==> src/rtl/stage_mem.sv <==
// MEM stage: issues one load/store at a time on the data bus, aligns and extends
// load data, and owns the MEM/WB result registers.
module stage_mem #(
  parameter int REG_WIDTH = 32
) (
  input  logic                 clk,
  input  logic                 reset_n,
  input  logic                 EX_MEM_valid,
  input  logic [REG_WIDTH-1:0] EX_MEM_alu_out,
  input  logic [REG_WIDTH-1:0] EX_MEM_dataB,
  input  logic [2:0]           EX_MEM_funct3,
  input  logic                 EX_MEM_MemRead,
  input  logic                 EX_MEM_MemWrite,
  output logic                 dmem_req,
  output logic                 dmem_we,
  output logic [REG_WIDTH-1:0] dmem_addr,
  output logic [REG_WIDTH-1:0] dmem_wdata,
  output logic [3:0]           dmem_be,
  input  logic [REG_WIDTH-1:0] dmem_rdata,
  input  logic                 dmem_ready,
  output logic                 mem_stall,
  output logic                 MEM_WB_valid,
  output logic [REG_WIDTH-1:0] MEM_WB_alu_out,
  output logic [REG_WIDTH-1:0] MEM_WB_load_data,
  output logic                 misaligned
);

  typedef enum logic [1:0] {IDLE, BUSY, DONE} state_t;

  state_t                 state_q, state_d;
  logic                   req_q, we_q, misal_q, wb_valid_q;
  logic [REG_WIDTH-1:0]   addr_q, wdata_q, result_q, wb_alu_q, wb_ld_q;
  logic [3:0]             be_q;
  logic [2:0]             f3_q;
  logic                   access, is_store, misal, start;

  function automatic logic is_misaligned(input logic [1:0] off, input logic [2:0] f3);
    case (f3[1:0])
      2'b00:   is_misaligned = 1'b0;
      2'b01:   is_misaligned = off[0];
      default: is_misaligned = (off != 2'b00);
    endcase
  endfunction

  function automatic logic [3:0] store_be(input logic [1:0] off, input logic [2:0] f3,
                                          input logic store);
    if (!store)                store_be = 4'b1111;
    else if (f3[1:0] == 2'b00) store_be = 4'b0001 << off;
    else if (f3[1:0] == 2'b01) store_be = off[1] ? 4'b1100 : 4'b0011;
    else                       store_be = 4'b1111;
  endfunction

  function automatic logic [31:0] store_wdata(input logic [31:0] d, input logic [2:0] f3);
    case (f3[1:0])
      2'b00:   store_wdata = {4{d[7:0]}};
      2'b01:   store_wdata = {2{d[15:0]}};
      default: store_wdata = d;
    endcase
  endfunction

  // Lane is shifted down first, then sign/zero extended; 011/110/111 fall to LW.
  function automatic logic [31:0] align_load(input logic [31:0] rd, input logic [1:0] off,
                                             input logic [2:0] f3);
    logic [31:0] sh;
    sh = rd >> {off, 3'b000};
    case (f3)
      3'b000:  align_load = {{24{sh[7]}}, sh[7:0]};
      3'b001:  align_load = {{16{sh[15]}}, sh[15:0]};
      3'b100:  align_load = {24'd0, sh[7:0]};
      3'b101:  align_load = {16'd0, sh[15:0]};
      default: align_load = rd;
    endcase
  endfunction

  assign access   = EX_MEM_valid & (EX_MEM_MemRead | EX_MEM_MemWrite);
  assign is_store = EX_MEM_MemWrite;
  assign misal    = is_misaligned(EX_MEM_alu_out[1:0], EX_MEM_funct3);
  assign start    = (state_q == IDLE) && access && !misal;

  always_ff @(posedge clk or negedge reset_n) begin
    if (!reset_n) state_q <= IDLE;
    else          state_q <= state_d;
  end

  always_comb begin
    state_d = state_q;
    case (state_q)
      IDLE:    if (access && !misal) state_d = BUSY;
      BUSY:    if (dmem_ready) state_d = DONE;
      DONE:    state_d = IDLE;
      default: state_d = IDLE;
    endcase
  end

  always_comb begin
    mem_stall = start || (state_q == BUSY);
  end

  always_ff @(posedge clk or negedge reset_n) begin
    if (!reset_n) begin
      req_q      <= 1'b0;
      we_q       <= 1'b0;
      addr_q     <= '0;
      wdata_q    <= '0;
      be_q       <= 4'b0000;
      f3_q       <= 3'b000;
      result_q   <= '0;
      wb_valid_q <= 1'b0;
      wb_alu_q   <= '0;
      wb_ld_q    <= '0;
      misal_q    <= 1'b0;
    end else begin
      misal_q <= 1'b0;
      case (state_q)
        IDLE: begin
          if (start) begin
            req_q      <= 1'b1;
            we_q       <= is_store;
            addr_q     <= EX_MEM_alu_out;
            wdata_q    <= store_wdata(EX_MEM_dataB, EX_MEM_funct3);
            be_q       <= store_be(EX_MEM_alu_out[1:0], EX_MEM_funct3, is_store);
            f3_q       <= EX_MEM_funct3;
            wb_valid_q <= 1'b0;
          end else if (access) begin
            // misaligned access is squashed before it reaches the bus
            misal_q    <= 1'b1;
            wb_valid_q <= 1'b0;
          end else begin
            wb_valid_q <= EX_MEM_valid;
            wb_alu_q   <= EX_MEM_alu_out;
            wb_ld_q    <= '0;
          end
        end
        BUSY: begin
          wb_valid_q <= 1'b0;
          if (dmem_ready) begin
            req_q    <= 1'b0;
            result_q <= we_q ? '0 : align_load(dmem_rdata, addr_q[1:0], f3_q);
          end
        end
        DONE: begin
          wb_valid_q <= 1'b1;
          wb_alu_q   <= addr_q;
          wb_ld_q    <= result_q;
        end
        default: wb_valid_q <= 1'b0;
      endcase
    end
  end

  assign dmem_req         = req_q;
  assign dmem_we          = we_q;
  assign dmem_addr        = {addr_q[REG_WIDTH-1:2], 2'b00};
  assign dmem_wdata       = wdata_q;
  assign dmem_be          = be_q;
  assign MEM_WB_valid     = wb_valid_q;
  assign MEM_WB_alu_out   = wb_alu_q;
  assign MEM_WB_load_data = wb_ld_q;
  assign misaligned       = misal_q;

endmodule
==> config.mk <==
export PLATFORM = sky130hd
export DESIGN_NAME = stage_mem
export DESIGN_NICKNAME = d
export VERILOG_FILES = /design/src/rtl/stage_mem.sv
export SDC_FILE = /design/constraint.sdc
export NUM_CORES = 1
export LEC_CHECK = 0
export CAP_MARGIN = 40
export CORE_UTILIZATION = 47
export DETAILED_ROUTE_END_ITERATION = 8
export PLACE_DENSITY = 0.81
export RECOVER_POWER = 100
export SETUP_SLACK_MARGIN = 0.02
export SLEW_MARGIN = 20
export SYNTH_ARGS = -nofsm -noshare
export SYNTH_HDL_FRONTEND = slang
export SYNTH_SLANG_ARGS = --single-unit
==> constraint.sdc <==
create_clock -name clk -period 3.7 [get_ports clk]
set_input_delay 0.74 -clock clk [delete_from_list [all_inputs] [get_ports clk]]
set_output_delay 0.74 -clock clk [all_outputs]
set_load 0.02 [all_outputs]
==> flow_summary.yaml, run 1 <==
outcome:
  status: "complete, but fails checks"
  violations: "capacitance limit, slew limit"
clock_tree:
  htreeDepth: 4
  cts.path.max_buffers: 2
  numCtsBuffers: 17
  post_cts_buffers: 0
  hold_buffers: 0
  tritoncts: "yes"
  insertion_delay_ps: 430
  cts.sinks: 173
  ctsResizeCount: 0
  clockRootBuffer: "clkbuf_16"
  cts.clk_slew.worst_paths_ps: 60
timing:
  setup_violations: 0
  max_slew_margin: -0.488
  finClkSkew_ps: 7.34
  setup-tns-final_ps: 0
  grt_setup_unrepaired: "no"
  report.final.slew_viol_count: 121
  fmax_ghz: 0.289
  hold_violations: 0
  worst_slew_pin_slew_ps: 2230
  fin_crit_sh: 0.935
  layout_min_cycle_time_ps: 3460
drt:
  drt-total-wl_um: 21200
  drc: 0
  vias: 6392
  post_drt_wl_per_cell_um: 17.6
  ant_nets: 0
  vias_per_cell: 5.31
  drt-pass1-iter-count: 5
  drt_iter0_markers: 462
power:
  p_per_area_nw_per_um2: 629
  power_leakage_uw: 0.00498
  vdd.ir_drop.worst_mv: 0.345
  p_comb_frac: 0.339
  seq_power_share: 0.411
  p_switching_uw: 2360
  power_uw: 6750
  pwr-share-clk: 0.250
  p_sw_frac: 0.350
  intPower_uw: 4390
placed_design:
  hpwl_um: 14800
  place.gp.congestion: 0.849
  dpl_cell_area_um2: 10200
  portBuffers: 239
setup_path:
  cp_max_fo: 8
  crit_chain: "dlygate4sd3_1, a21oi_1, o2111ai_1, nand2_1, dlygate4sd3_1"
  critical-path-top-delay-family: "buffers and inverters"
  critPathMaxStageDelay_ps: 730
  cpMostUsedCell: "dlygate4sd3_1"
  rr_worst_depth: 5
  cp_num_buf_inv: 2
  cpMaxStageDelayCell: "dlygate4sd3_1"
  setup.worst_path.class: "input pin to output pin"
  crit_required_ps: 2960
  cp_num_cells: 5
  end_kind: "output pin"
  crit_arrival_ps: 2720
  startpoint_type: "input pin"
floorplanning:
  floorplan.rows: 46
  core_area_um2: 16100
  fp.dieW_um: 131
  die_area_um2: 17100
  initial_core_util: 0.486
  die_h_um: 131
  io-pin-count: 242
min_path:
  hold_depth: 2
  holdCritPathClass: "flip-flop to flip-flop"
layout:
  nNetsFinal: 1076
  num-fill-cells: 1260
  drive_above_1_share: 0.0610
  final_area_um2: 10700
  utilization: 0.668
  areaGrowthSynthToFinish_pct: 37.6
logic_synthesis:
  yosysSeqAreaShare: 0.555
  synth.distinct_cells: 36
  syn-cell-area_um2: 7800
  synth_seq_cells: 173
  avgSynthCellArea_um2: 10.0
  yosysWarnings: 0
  netlist_instances: 777
grt:
  grt_max_degree: 75
  globalRouteOverflowTotal: 0
  grt_pass1_vias: 6354
  antenna_found_initial: 4
  grt_pass1_wl_um: 33200
  track_usage: 0.258
run:
  max_cap_viol_count: 3
[power by group through the flow]
stage,sequential [uW],combinational (uW),clock [uW]
5_1_grt,2850,2480,1800
4_1_cts,2790,2450,1720
2_1_floorplan,3040,1140,0
6_report,2770,2290,1690
3_3_place_gp,2790,2380,0
3_5_place_dp,2810,2440,0
[cells in the final DEF, fill, tap and decap left out, types with 7 or more instances in the layout]
| master | instances |
|---|---|
| clkbuf_1 | 9 |
| inv_1 | 17 |
| clkdlybuf4s50_1 | 99 |
| dfrtp_1 | 173 |
| a21oi_1 | 53 |
| o21ai_0 | 47 |
| o2bb2ai_1 | 7 |
| mux2i_1 | 69 |
| buf_4 | 9 |
| clkbuf_16 | 17 |
| nor2_1 | 57 |
| a221o_2 | 10 |
| nand2_1 | 176 |
| a22o_1 | 32 |
| dlygate4sd3_1 | 139 |
[cells in the mapped netlist, drive strengths merged]
cell type  instances  area, um^2
o2111a             1        11.3
nor3               1        5.00
o41ai              6        52.6
nor2              57         214
nand2b             3        18.8
buf               43         299
mux2i             69         691
a221o             16         173
nor4               1        6.26
a22oi              1        7.51
o22ai              6        37.5
a311oi             6        52.6
conb               1        3.75
nor2b              3        18.8
a21oi             53         265
dfrtp            173        4330
clkbuf            43         161
o21ai             48         240
o21bai             1        7.51
a31oi              3        18.8
inv               17        63.8
a22o              32         280
or2                1        6.26
nand3b             1        7.51
o31ai              2        15.0
nand2            176         661
nor4b              1        23.8
mux4               2        45.0
a21o               2        15.0
o2111ai            1        8.76
o2bb2ai            7        61.3
[sequential cells by signal, summed over array words and instances (netlist names), 2 cells and up]
register	cells
state_q	2
dmem_wdata	32
f3_q	3
addr_q	32
MEM_WB_alu_out	32
dmem_be	4
MEM_WB_load_data	32
result_q	32
[worst register-to-register path, stage by stage (launching register included)]
cell	delay, ps
dfrtp_1	490
nand3b_1	160
clkbuf_1	1390
nor3_1	80
clkbuf_2	320
a221o_2	390
[worst paths after layout]
check	startpoint	to	slack (ps)
worst max-delay path	EX_MEM_funct3[1]	mem_stall	240
worst min-delay path	dmem_be[0]	dmem_be[0]	460
worst max register to register	state_q[0]	result_q[27]	750
worst min register to register	dmem_be[0]	dmem_be[0]	460
max in group asynchronous	reset_n	addr_q[13]	730
min in group asynchronous	reset_n	MEM_WB_load_data[4]	980
[logic make-up after synthesis]
group,Yosys count,share of synthesized area
AO/OA/AOI/OAI,185,0.160
buffers and inverters,103,0.0672
flip-flops,173,0.555
multiplexers,71,0.0943
other,1,0.000481
AND/OR/NAND/NOR,244,0.123
[layout make-up]
type	instances	area [um^2]	area share
multi-input combinational	502	2960	0.276
timing repair buffer	260	2550	0.237
inverter	17	63.8	0.00595
clock buffer	22	464	0.0433
clock inverter	10	90.1	0.00840
sequential	173	4330	0.403
antenna	3	7.51	0.000700
tap	216	270	0.0252
[metal layers]
layer | GRT usage | vias up | wire length (um)
li1 | - | 3045 | -
met1 | 0.321 | 3068 | 8830
met2 | 0.416 | 238 | 10100
met3 | 0.0900 | 39 | 1720
met4 | 0.0960 | 2 | 514
met5 | 0 | - | 17
[per-stage QoR]
stage          setup slack, ps  std cells  hold WS, ps
2_1_floorplan              886        778          444
3_3_place_gp               424       1167          454
3_5_place_dp               397       1168          460
4_1_cts                    369       1200          224
5_1_grt                    181       1203          498
6_report                   240       1203          464
Power figures use the tool's default switching activity.
==> inputs of run 2 (changes only) <==
MAX_ROUTING_LAYER = met4   (was default)
REMOVE_ABC_BUFFERS = 1   (was default)
==> flow_summary.yaml, run 2 (synthesized netlist as in run 1, its figures left out) <==
outcome:
  status: "complete, but fails checks"
  violations: "capacitance limit, slew limit"
timing:
  worst_slew_pin_slew_ps: 1920
  fin_crit_sh: 0.931
  grt_setup_unrepaired: "no"
  setup_ws_ps: 256
  hold_violations: 0
  setup_violations: 0
  finClkSkew_ps: 8.24
  fmax_ghz: 0.290
  max_slew_margin: -0.283
  report.final.slew_viol_count: 151
  layout_min_cycle_time_ps: 3440
clock_tree:
  numCtsBuffers: 17
  insertion_delay_ps: 420
  ctsResizeCount: 0
  tritoncts: "yes"
  post_cts_buffers: 0
  htreeDepth: 4
  cts.path.max_buffers: 2
  hold_buffers: 0
  cts.clk_slew.worst_paths_ps: 60
  clockRootBuffer: "clkbuf_16"
  cts.sinks: 173
floorplanning:
  core_area_um2: 16100
  floorplan.rows: 46
  io-pin-count: 242
  die_area_um2: 17100
  fp.dieW_um: 131
  initial_core_util: 0.486
  die_h_um: 131
layout:
  fin_cells: 1198
  drive_above_1_share: 0.0612
  areaGrowthSynthToFinish_pct: 38.4
  nNetsFinal: 1074
  final_common_cell: "nand2_1"
  most-common-layout-cells: "176 x nand2_1, 173 x dfrtp_1, 138 x dlygate4sd3_1"
power:
  pwr-share-clk: 0.261
  intPower_uw: 4480
  vdd.ir_drop.worst_mv: 0.337
  p_switching_uw: 2420
  power_leakage_uw: 0.00500
  p_comb_frac: 0.335
  seq_power_share: 0.404
  p_sw_frac: 0.351
  p_per_area_nw_per_um2: 639
grt:
  grt_pass1_vias: 6261
  antenna_found_initial: 1
  grt_pass1_wl_um: 33900
  grt_max_degree: 82
  track_usage: 0.272
  globalRouteOverflowTotal: 0
drt:
  vias_per_cell: 5.43
  ant_nets: 0
  drt-pass1-iter-count: 5
  drt_iter0_markers: 405
  drt-total-wl_um: 22000
  post_drt_wl_per_cell_um: 18.4
  vias: 6508
  drc: 0
placed_design:
  place.gp.congestion: 0.821
  hpwl_um: 15000
  portBuffers: 239
  preCtsSetupSlack_ps: 380
  dpl.cell_count: 1166
min_path:
  holdCritPathClass: "flip-flop to flip-flop"
  hold_depth: 2
run:
  max_cap_viol_count: 3
setup_path:
  cpMostUsedCell: "dlygate4sd3_1"
  crit_chain: "dlygate4sd3_1, a21oi_1, o2111ai_1, nand2_1, dlygate4sd3_1"
  setup.worst_path.class: "input pin to output pin"
  critPathMaxStageDelay_ps: 690
  crit_arrival_ps: 2700
  crit_required_ps: 2960
  startpoint_type: "input pin"
  end_kind: "output pin"
  rr_worst_depth: 3
  cp_max_fo: 6
  cpMaxStageDelayCell: "dlygate4sd3_1"
## run 2: stage by stage
stage / total power [uW] / hold slack, ps / instance area [um^2] / TNS, ps / utilization
after floorplan: 4010 / 444 / 7340 / -92140 / -
after global placement: 5200 / 458 / 10200 / 0 / 0.635
after detailed placement: 5280 / 463 / 10300 / 0 / 0.639
after CTS: 7090 / 365 / 10800 / 0 / 0.675
after global routing: 7260 / 493 / 10800 / 0 / 0.672
final: 6900 / 477 / 10800 / 0 / 0.672
## run 2: worst paths after layout
kind / from / endpoint / slack [ps]
worst max-delay path: EX_MEM_funct3[1] / mem_stall / 260
worst min-delay path: result_q[1] / result_q[1] / 480
worst max register to register: state_q[0] / result_q[28] / 1140
worst min register to register: result_q[1] / result_q[1] / 480
max in group asynchronous: reset_n / result_q[27] / 1090
min in group asynchronous: reset_n / MEM_WB_load_data[0] / 850
## run 2: layout make-up
| cell class | instances | area, um^2 |
|---|---|---|
| flip-flops and latches | 173 | 4330 |
| multi-input cells | 502 | 2970 |
| fillers | 1247 | 5260 |
| clock buffers | 22 | 474 |
| repair buffers | 258 | 2570 |
| well taps | 216 | 270 |
| inverters | 17 | 63.8 |
| clock inverters | 9 | 113 |
| diodes | 1 | 2.50 |
## run 2: critical path: cells and delay by family
| family | cells | cell delay (ps) |
|---|---|---|
| buffers and inverters | 2 | 1370 |
| AOI/OAI and AO/OA | 2 | 490 |
| and+or+nand+nor | 1 | 100 |
## run 2: power groups by stage
stage / Clock (uW) / Sequential, uW / Combinational, uW
after detailed placement: 0 / 2820 / 2450
after global routing: 1890 / 2860 / 2500
after floorplan: 0 / 3220 / 785
final: 1800 / 2790 / 2320
after CTS: 1820 / 2800 / 2470
after global placement: 0 / 2810 / 2390
## run 2: metal layers
metal / part of all wire / GRT usage
met1: 0.42 / 0.337
met2: 0.49 / 0.430
met3: 0.078 / 0.0786
met4: 0.018 / 0.0852
met5: 0 / -
